[config.mk]
export PLATFORM = sky130hd
export DESIGN_NAME = controlador_varredura
export DESIGN_NICKNAME = d
export VERILOG_FILES = /design/src/rtl/controlador_varredura.sv
export SDC_FILE = /design/constraint.sdc
export NUM_CORES = 1
export LEC_CHECK = 0
export ABC_AREA = 1
export CAP_MARGIN = 0
export CORE_MARGIN = 10
export CORE_UTILIZATION = 25
export CTS_CLUSTER_SIZE = 28
export DETAILED_ROUTE_END_ITERATION = 7
export GPL_TIMING_DRIVEN = 0
export SLEW_MARGIN = 20
export SYNTH_ARGS = -nofsm -noshare
export SYNTH_HDL_FRONTEND = slang
export SYNTH_SLANG_ARGS = --single-unit
export TNS_END_PERCENT = 10
[constraint.sdc]
create_clock -name clock -period 1.49 [get_ports clock]
set_input_delay 0.298 -clock clock [delete_from_list [all_inputs] [get_ports clock]]
set_output_delay 0.298 -clock clock [all_outputs]
set_load 0.02 [all_outputs]
[src/rtl/controlador_varredura.sv]
// Scan sequencer for a 4-digit multiplexed 7-segment display: digit select, digit
// enable with per-slot dead time, once-per-frame digit latching and leading-zero blanking.
module controlador_varredura #(
   parameter int DIV_VARREDURA = 50000,
   parameter int BLANK_CICLOS  = 500
) (
   input  logic       clock,
   input  logic       reset,
   input  logic       habilitar,
   input  logic       zeros_esq,
   input  logic [3:0] duzias_dezenas_in,
   input  logic [3:0] duzias_unidades_in,
   input  logic [3:0] rolhas_dezenas_in,
   input  logic [3:0] rolhas_unidades_in,
   output logic [1:0] contador,
   output logic       ligado,
   output logic [3:0] duzias_dezenas,
   output logic [3:0] duzias_unidades,
   output logic [3:0] rolhas_dezenas,
   output logic [3:0] rolhas_unidades,
   output logic       fim_quadro
);

   localparam int             CW        = $clog2(DIV_VARREDURA);
   localparam int             B_ULT_I   = (BLANK_CICLOS > 32'sd0) ? (BLANK_CICLOS - 32'sd1) : 32'sd0;
   localparam logic [CW-1:0]  D_ULT     = CW'(DIV_VARREDURA - 32'sd1);
   localparam logic [CW-1:0]  B_ULT     = CW'(B_ULT_I);
   localparam logic           SEM_BLANK = (BLANK_CICLOS == 32'sd0);
   localparam logic [CW-1:0]  CNT_ZERO  = {CW{1'b0}};
   localparam logic [CW-1:0]  CNT_UM    = CW'(1'b1);

   typedef enum logic [1:0] {
      DESLIGADO = 2'd0,
      BLANK     = 2'd1,
      ATIVO     = 2'd2
   } estado_t;

   estado_t       state_r, state_n;
   logic [CW-1:0] cnt_r, cnt_n;
   logic [1:0]    contador_r, contador_n;
   logic          ligado_r, ligado_n;
   logic          fim_quadro_r;
   logic          captura_s;
   logic          suprime_s;
   logic [3:0]    dd_r, du_r, rd_r, ru_r;
   logic [3:0]    dd_n, du_n, rd_n, ru_n;

   // A "dezenas" digit showing zero is blanked when leading-zero suppression is requested
   function automatic logic suprimir(input logic       zeros,
                                     input logic [1:0] slot,
                                     input logic [3:0] dezenas_duzias,
                                     input logic [3:0] dezenas_rolhas);
      logic s;
      s = 1'b0;
      if (zeros) begin
         case (slot)
            2'd0:    s = (dezenas_duzias == 4'd0);
            2'd2:    s = (dezenas_rolhas == 4'd0);
            default: s = 1'b0;
         endcase
      end else begin
         s = 1'b0;
      end
      return s;
   endfunction

   // Next-state, slot prescaler and digit-select sequencing
   always_comb begin
      state_n    = state_r;
      cnt_n      = cnt_r;
      contador_n = contador_r;
      captura_s  = 1'b0;
      if (!habilitar) begin
         state_n    = DESLIGADO;
         cnt_n      = CNT_ZERO;
         contador_n = 2'd0;
      end else begin
         case (state_r)
            DESLIGADO: begin
               state_n    = SEM_BLANK ? ATIVO : BLANK;
               cnt_n      = CNT_ZERO;
               contador_n = 2'd0;
               captura_s  = 1'b1;
            end
            BLANK: begin
               cnt_n = cnt_r + CNT_UM;
               if (cnt_r == B_ULT) begin
                  state_n = ATIVO;
               end else begin
                  state_n = BLANK;
               end
            end
            ATIVO: begin
               if (cnt_r == D_ULT) begin
                  cnt_n      = CNT_ZERO;
                  contador_n = contador_r + 2'd1;
                  state_n    = SEM_BLANK ? ATIVO : BLANK;
                  captura_s  = (contador_r == 2'd3);
               end else begin
                  cnt_n   = cnt_r + CNT_UM;
                  state_n = ATIVO;
               end
            end
            default: begin
               state_n    = DESLIGADO;
               cnt_n      = CNT_ZERO;
               contador_n = 2'd0;
            end
         endcase
      end
   end

   // Frame capture and digit-enable decode, using the values valid after the edge
   always_comb begin
      dd_n = dd_r;
      du_n = du_r;
      rd_n = rd_r;
      ru_n = ru_r;
      if (captura_s) begin
         dd_n = duzias_dezenas_in;
         du_n = duzias_unidades_in;
         rd_n = rolhas_dezenas_in;
         ru_n = rolhas_unidades_in;
      end else begin
         dd_n = dd_r;
         du_n = du_r;
         rd_n = rd_r;
         ru_n = ru_r;
      end
      suprime_s = suprimir(zeros_esq, contador_n, dd_n, rd_n);
      ligado_n  = (state_n == ATIVO) && !suprime_s;
   end

   // State and output registers; reset wins over everything
   always_ff @(posedge clock) begin
      if (reset) begin
         state_r      <= DESLIGADO;
         cnt_r        <= CNT_ZERO;
         contador_r   <= 2'd0;
         ligado_r     <= 1'b0;
         fim_quadro_r <= 1'b0;
         dd_r         <= 4'd0;
         du_r         <= 4'd0;
         rd_r         <= 4'd0;
         ru_r         <= 4'd0;
      end else begin
         state_r      <= state_n;
         cnt_r        <= cnt_n;
         contador_r   <= contador_n;
         ligado_r     <= ligado_n;
         fim_quadro_r <= captura_s;
         dd_r         <= dd_n;
         du_r         <= du_n;
         rd_r         <= rd_n;
         ru_r         <= ru_n;
      end
   end

   assign contador        = contador_r;
   assign ligado          = ligado_r;
   assign fim_quadro      = fim_quadro_r;
   assign duzias_dezenas  = dd_r;
   assign duzias_unidades = du_r;
   assign rolhas_dezenas  = rd_r;
   assign rolhas_unidades = ru_r;

endmodule
Yosys cells after proc, flatten, opt, wreduce, memory -nomap -nowiden
Cells that the tools add are included.
Cells by class
  add/subtract/negate cells: 2
  equal/unequal tests: 7
  mux-type cells: 16
  bitwise logic cells: 1
  reduce and logical (&&, ||, !) cells: 7
Operator list (number)
  one-hot mux 16 bit (2 select lines): 1
  adder 16 x 1 -> 16 bit, second input constant: 1
  equality test 16 bit, second input constant: 1
  equality test 16 x 9 -> 1 bit, second input constant: 1
  two-way mux 16 bit: 1
  two-way mux 2 bit: 5
  equality test 2 bit, second input constant: 4
  logical NOT 4 bit: 2
  two-way mux 4 bit: 2
  one-hot mux 2 bit (3 select lines): 1
  logical NOT 2 bit: 2
  one-hot mux 1 bit (2 select lines): 2
  one-hot mux 2 bit (2 select lines): 1
  two-way mux 1 bit: 3
  adder 2 x 1 -> 2 bit, second input constant: 1
  equality test 2 x 1 -> 1 bit, second input constant: 1
  OR reduction 2 bit: 1
  logical AND 1 bit: 1
  logical NOT 1 bit: 1
  inverter 1 bit: 1
Storage, ports and cells
  register bits: 38
  input bits: 20
  output and inout port bits: 20
  word-level logic and storage cells: 42

Longest topological paths before layout
  depth in word-level cells: 10
  mapped depth: 14
  depth with buffers taken out: 14

Worst setup path after synthesis
No wires, ideal clock.
  path kind: register to register
  from: register contador_r[0], in the netlist contador[0]
  to: register ligado_r, in the netlist ligado
  library setup time: 0.116 ns
  arrival time: 1.622 ns
  data required time: 1.374 ns
  path slack: -0.248 ns
  stages on the path, launching flop included: 11
  buffers on the path: 0
  clock period less this slack: 1.738 ns
  cells stage by stage: dfxtp_1 > ha_1 > nor2_1 > nor2_1 > nand2_4 > nand2_1 > nand2_1 > nor2_1 > nand3_1 > nand2_1 > a21oi_1
Between the ends
  longest elaborated chain between the ends: 10
  elaborated cells between the ends (all ways): 18
  classes of those cells: add/sub (1); eq/ne (2); mux (10); reduce/logical (5)
RTL lines
  from (decl): RTL line 40  | logic [1:0] contador_r, contador_n;
  from (signal assigned): RTL line 149  | contador_r <= contador_n;
  equality test 2 bit: RTL line 98  | captura_s = (contador_r == 2'd3);
  two-way mux 1 bit: RTL line 94  | if (cnt_r == D_ULT) begin
  one-hot mux 1 bit (2 select lines): RTL line 78  | case (state_r)
  two-way mux 1 bit: RTL line 73  | if (!habilitar) begin
  two-way mux 4 bit: RTL line 119  | if (captura_s) begin
  logical NOT 4 bit (on tied branches): RTL line 58, 57
  one-hot mux 1 bit (2 select lines) *: RTL line 56  | case (slot)
  two-way mux 1 bit *: RTL line 55  | if (zeros) begin
  logical NOT 1 bit *: RTL line 131  | ligado_n = (state_n == ATIVO) && !suprime_s;
  logical AND 1 bit *: RTL line 131
  to (signal assigned): RTL line 150  | ligado_r <= ligado_n;
  to (decl): RTL line 41  | logic ligado_r, ligado_n;
Every way passes the cells marked *; elsewhere a longest branch is shown, timed or not.
A chain may end at the register's enable or synchronous reset.

Worst setup path after layout
  from: register cnt_r[0]
  to: register ligado_r, in the netlist ligado
Between the ends
  longest elaborated chain between the ends: 10
  elaborated cells between the ends (all ways): 23
  classes of those cells: eq/ne (4); mux (14); reduce/logical (5)
RTL lines
  from (decl): RTL line 39  | logic [CW-1:0] cnt_r, cnt_n;
  from (signal assigned): RTL line 148  | cnt_r <= cnt_n;
  equality test 16 bit: RTL line 94
  two-way mux 1 bit: RTL line 94
  one-hot mux 1 bit (2 select lines): RTL line 78
  two-way mux 1 bit: RTL line 73
  two-way mux 4 bit: RTL line 119
  logical NOT 4 bit (on tied branches): RTL line 58, 57
  one-hot mux 1 bit (2 select lines): RTL line 56
  two-way mux 1 bit: RTL line 55
  logical NOT 1 bit: RTL line 131
  logical AND 1 bit *: RTL line 131
Marked as above.

==> flow_summary.yaml <==
logic_synthesis:
  synth_edf_count: 0
  ys_ff_latch: 38
  syn_area_um2: 1770
  syn_avg_cell_area_um2: 7.33
  ys_async_sr_fraction_pct: 0
  ys_warn_count: 0
  ys_types: 26
  syn_inst: 241
  synth_ff_type: "dfxtp_1"
  syn_nets: 267
  yosysSeqAreaShare_pct: 43.1
route:
  drt_iter0_drc: 74
  viasPerCell: 4.26
  drtAntennaViolNets: 0
  dr.pass1.iters: 4
  totalWireLength_um: 4670
  route.detailed.drc: 0
  routedWlPerCell_um: 11.8
  vias: 1686
sta:
  period_share_pct: 113
  hold_ws_ns: 0.477
  rsz0062_at_grt: "yes"
  setup_viol: 15
  hold_violations: 0
  fmax_mhz: 594
  finClkSkew_ns: 0.00933
  layout_min_cycle_time_ns: 1.68
  max_slew_margin_pct: 69.9
  slew_viol_final: 0
  tightest_slew_ns: 0.452
  fin_ws_ns: -0.193
critical_path:
  rrSetupSlack_ns: -0.19
  critPathRequiredTime_ns: 1.68
  reg2reg_from: "cnt_r[0]"
  reg2reg_depth: 12
  timing.rr.end: "ligado"
  end_kind: "register"
  crit_path_start_kind: "register"
  crit_type: "register to register"
  cp.arrival_ns: 1.87
  path_max_fanout: 6
flow_run:
  maxCapViolCount: 0
finish:
  layout_common_cells: "37 x nor2_1, 36 x nand2_1, 29 x dfxtp_1, 20 x inv_1, 19 x clkdlybuf4s50_1"
  synthToLayoutAreaGrowth_pct: 54.4
  fin_area_um2: 2730
  drive_gt1_share_pct: 25.3
  fin_nets: 325
  diodes: 0
  layout_commonest_cell: "nor2_1"
  fillers: 708
global_route:
  grt_pass1_vias: 1683
  grt_overflow: 0
  antenna_found_initial: 0
  grtUsageTotal_pct: 8.38
  grt_max_degree: 14
  grt_pass1_wl_um: 7670
cts:
  clkLatencyLatePin_ns: 0.29
  cts_max_path_buffers: 2
  cts_buffers: 5
  cts_root_buf: "clkbuf_8"
  cts_tree: "built"
  htreeDepth: 2
  clk_pin_slew_ns: 0.08
  cts.sinks: 38
floorplan:
  design.core.area_um2: 6830
  die_h_um: 104
  initial_utilization_pct: 25.8
  fp-row-count: 30
  ios: 40
  dieArea_um2: 10800
  die_x_um: 104
hold_path:
  hold_start: "duzias_unidades[1]"
  hp-class: "register to register"
  hold_path_depth: 2
  holdPathEnd: "duzias_unidades[1]"
status:
  violations: "negative setup slack"
  outcome: "finished with violations"
place:
  placed_area_um2: 2310
  dp_hpwl_um: 3280
  portBuffers: 39
  routabilityCongestion: 0.832
  post-place-ws_ns: -0.415
power:
  peakVddDrop_mv: 0.431
  p_leak_nw: 1.20
  powerDensity_nw_per_um2: 896
  power_mw: 2.44
[metrics by stage]
stage / cells / TNS, ns / util [%]
finish: 396 / -1.10 / 39.9
global route: 396 / -3.45 / 39.9
CTS: 389 / -2.18 / 37.1
detailed placement: 376 / -8.41 / 33.9
global placement: 376 / -7.99 / 33.9
floorplan: 241 / -0.00784 / -
[routing by layer]
metal | track usage, % | part of all wire [%] | up-vias
li1 | - | - | 891
met1 | 9.98 | 46 | 750
met2 | 13.4 | 47 | 38
met3 | 3.22 | 5.8 | 7
met4 | 2.88 | 0.96 | 0
met5 | 0 | 0 | -
[flip-flops by register name, indices dropped and copies added (netlist names)]
register / flops
cnt_r: 16
contador: 2
duzias_dezenas: 4
duzias_unidades: 4
fim_quadro: 1
ligado: 1
rolhas_dezenas: 4
rolhas_unidades: 4
state_r: 2
[kinds of logic after synthesis]
logic type / synth area share [%]
AO/OA/AOI/OAI: 8.36
XOR/XNOR: 2.98
adder cells (fa/ha/maj): 4.25
buffers and inverters: 5.74
flip-flops: 43.1
AND/OR/NAND/NOR: 35.6
[how the worst max path moves through the flow]
| stage | from | cells after the start | endpoint |
|---|---|---|---|
| 5_1_grt | cnt_r[0] | 10 | cnt_r[15] |
| 3_5_place_dp | habilitar | 10 | ligado |
| 6_report | cnt_r[0] | 12 | ligado |
| 4_1_cts | contador[0] | 10 | ligado |
| 3_3_place_gp | habilitar | 10 | ligado |
| 2_1_floorplan | cnt_r[10] | 12 | ligado |
[where the power goes]
part | switching (mW) | total, mW | internal (mW)
clock network | 0.388 | 1.06 | 0.671
logic | 0.172 | 0.322 | 0.150
registers | 0.0166 | 1.06 | 1.05
[synthesized netlist by cell type (3+ instances only)]
| library cell | count | area share [%] |
|---|---|---|
| nand3_2 | 3 | 1.7 |
| ha_1 | 6 | 4.3 |
| nand3_1 | 18 | 5.1 |
| nor3b_1 | 3 | 1.3 |
| dfxtp_1 | 38 | 43 |
| nor3_1 | 6 | 1.7 |
| a21oi_1 | 15 | 4.3 |
| nor2_1 | 47 | 10 |
| nor2_2 | 3 | 1.1 |
| o21ai_0 | 10 | 2.8 |
| inv_1 | 22 | 4.7 |
| nand2_1 | 48 | 10 |
| xor2_1 | 4 | 2.0 |
[critical path, stage by stage, from the launching register on]
cell	delay (ns)
dfxtp_2	0.37
ha_4	0.17
nand3_4	0.11
nor2_4	0.14
nand3_4	0.13
nand2_8	0.14
nand2_4	0.09
nand2_2	0.07
nand2_1	0.05
nor2_1	0.09
nand3_1	0.09
nand2_1	0.07
a21oi_1	0.06
[layout make-up]
| cell class | count | area (µm²) | share of cell area (%) |
|---|---|---|---|
| Timing Repair Buffer | 49 | 479 | 17.6 |
| Clock buffer | 5 | 68.8 | 2.52 |
| Sequential cell | 38 | 777 | 28.5 |
| Buffer | 3 | 33.8 | 1.24 |
| Clock inverter | 3 | 68.8 | 2.52 |
| Tap cell | 96 | 120 | 4.41 |
| Inverter | 23 | 91.3 | 3.35 |
| Multi-Input combinational cell | 179 | 1090 | 39.9 |
[what timing repair did]
item,in CTS,in global routing
resized for setup,31,51
buffers inserted,4,6
endpoints found under the hold margin,0,0
endpoints found under the setup margin,47,45
cloned,1,1
hold buffers,0,0
pin swaps,6,13
Power figures use the tool's default switching activity.
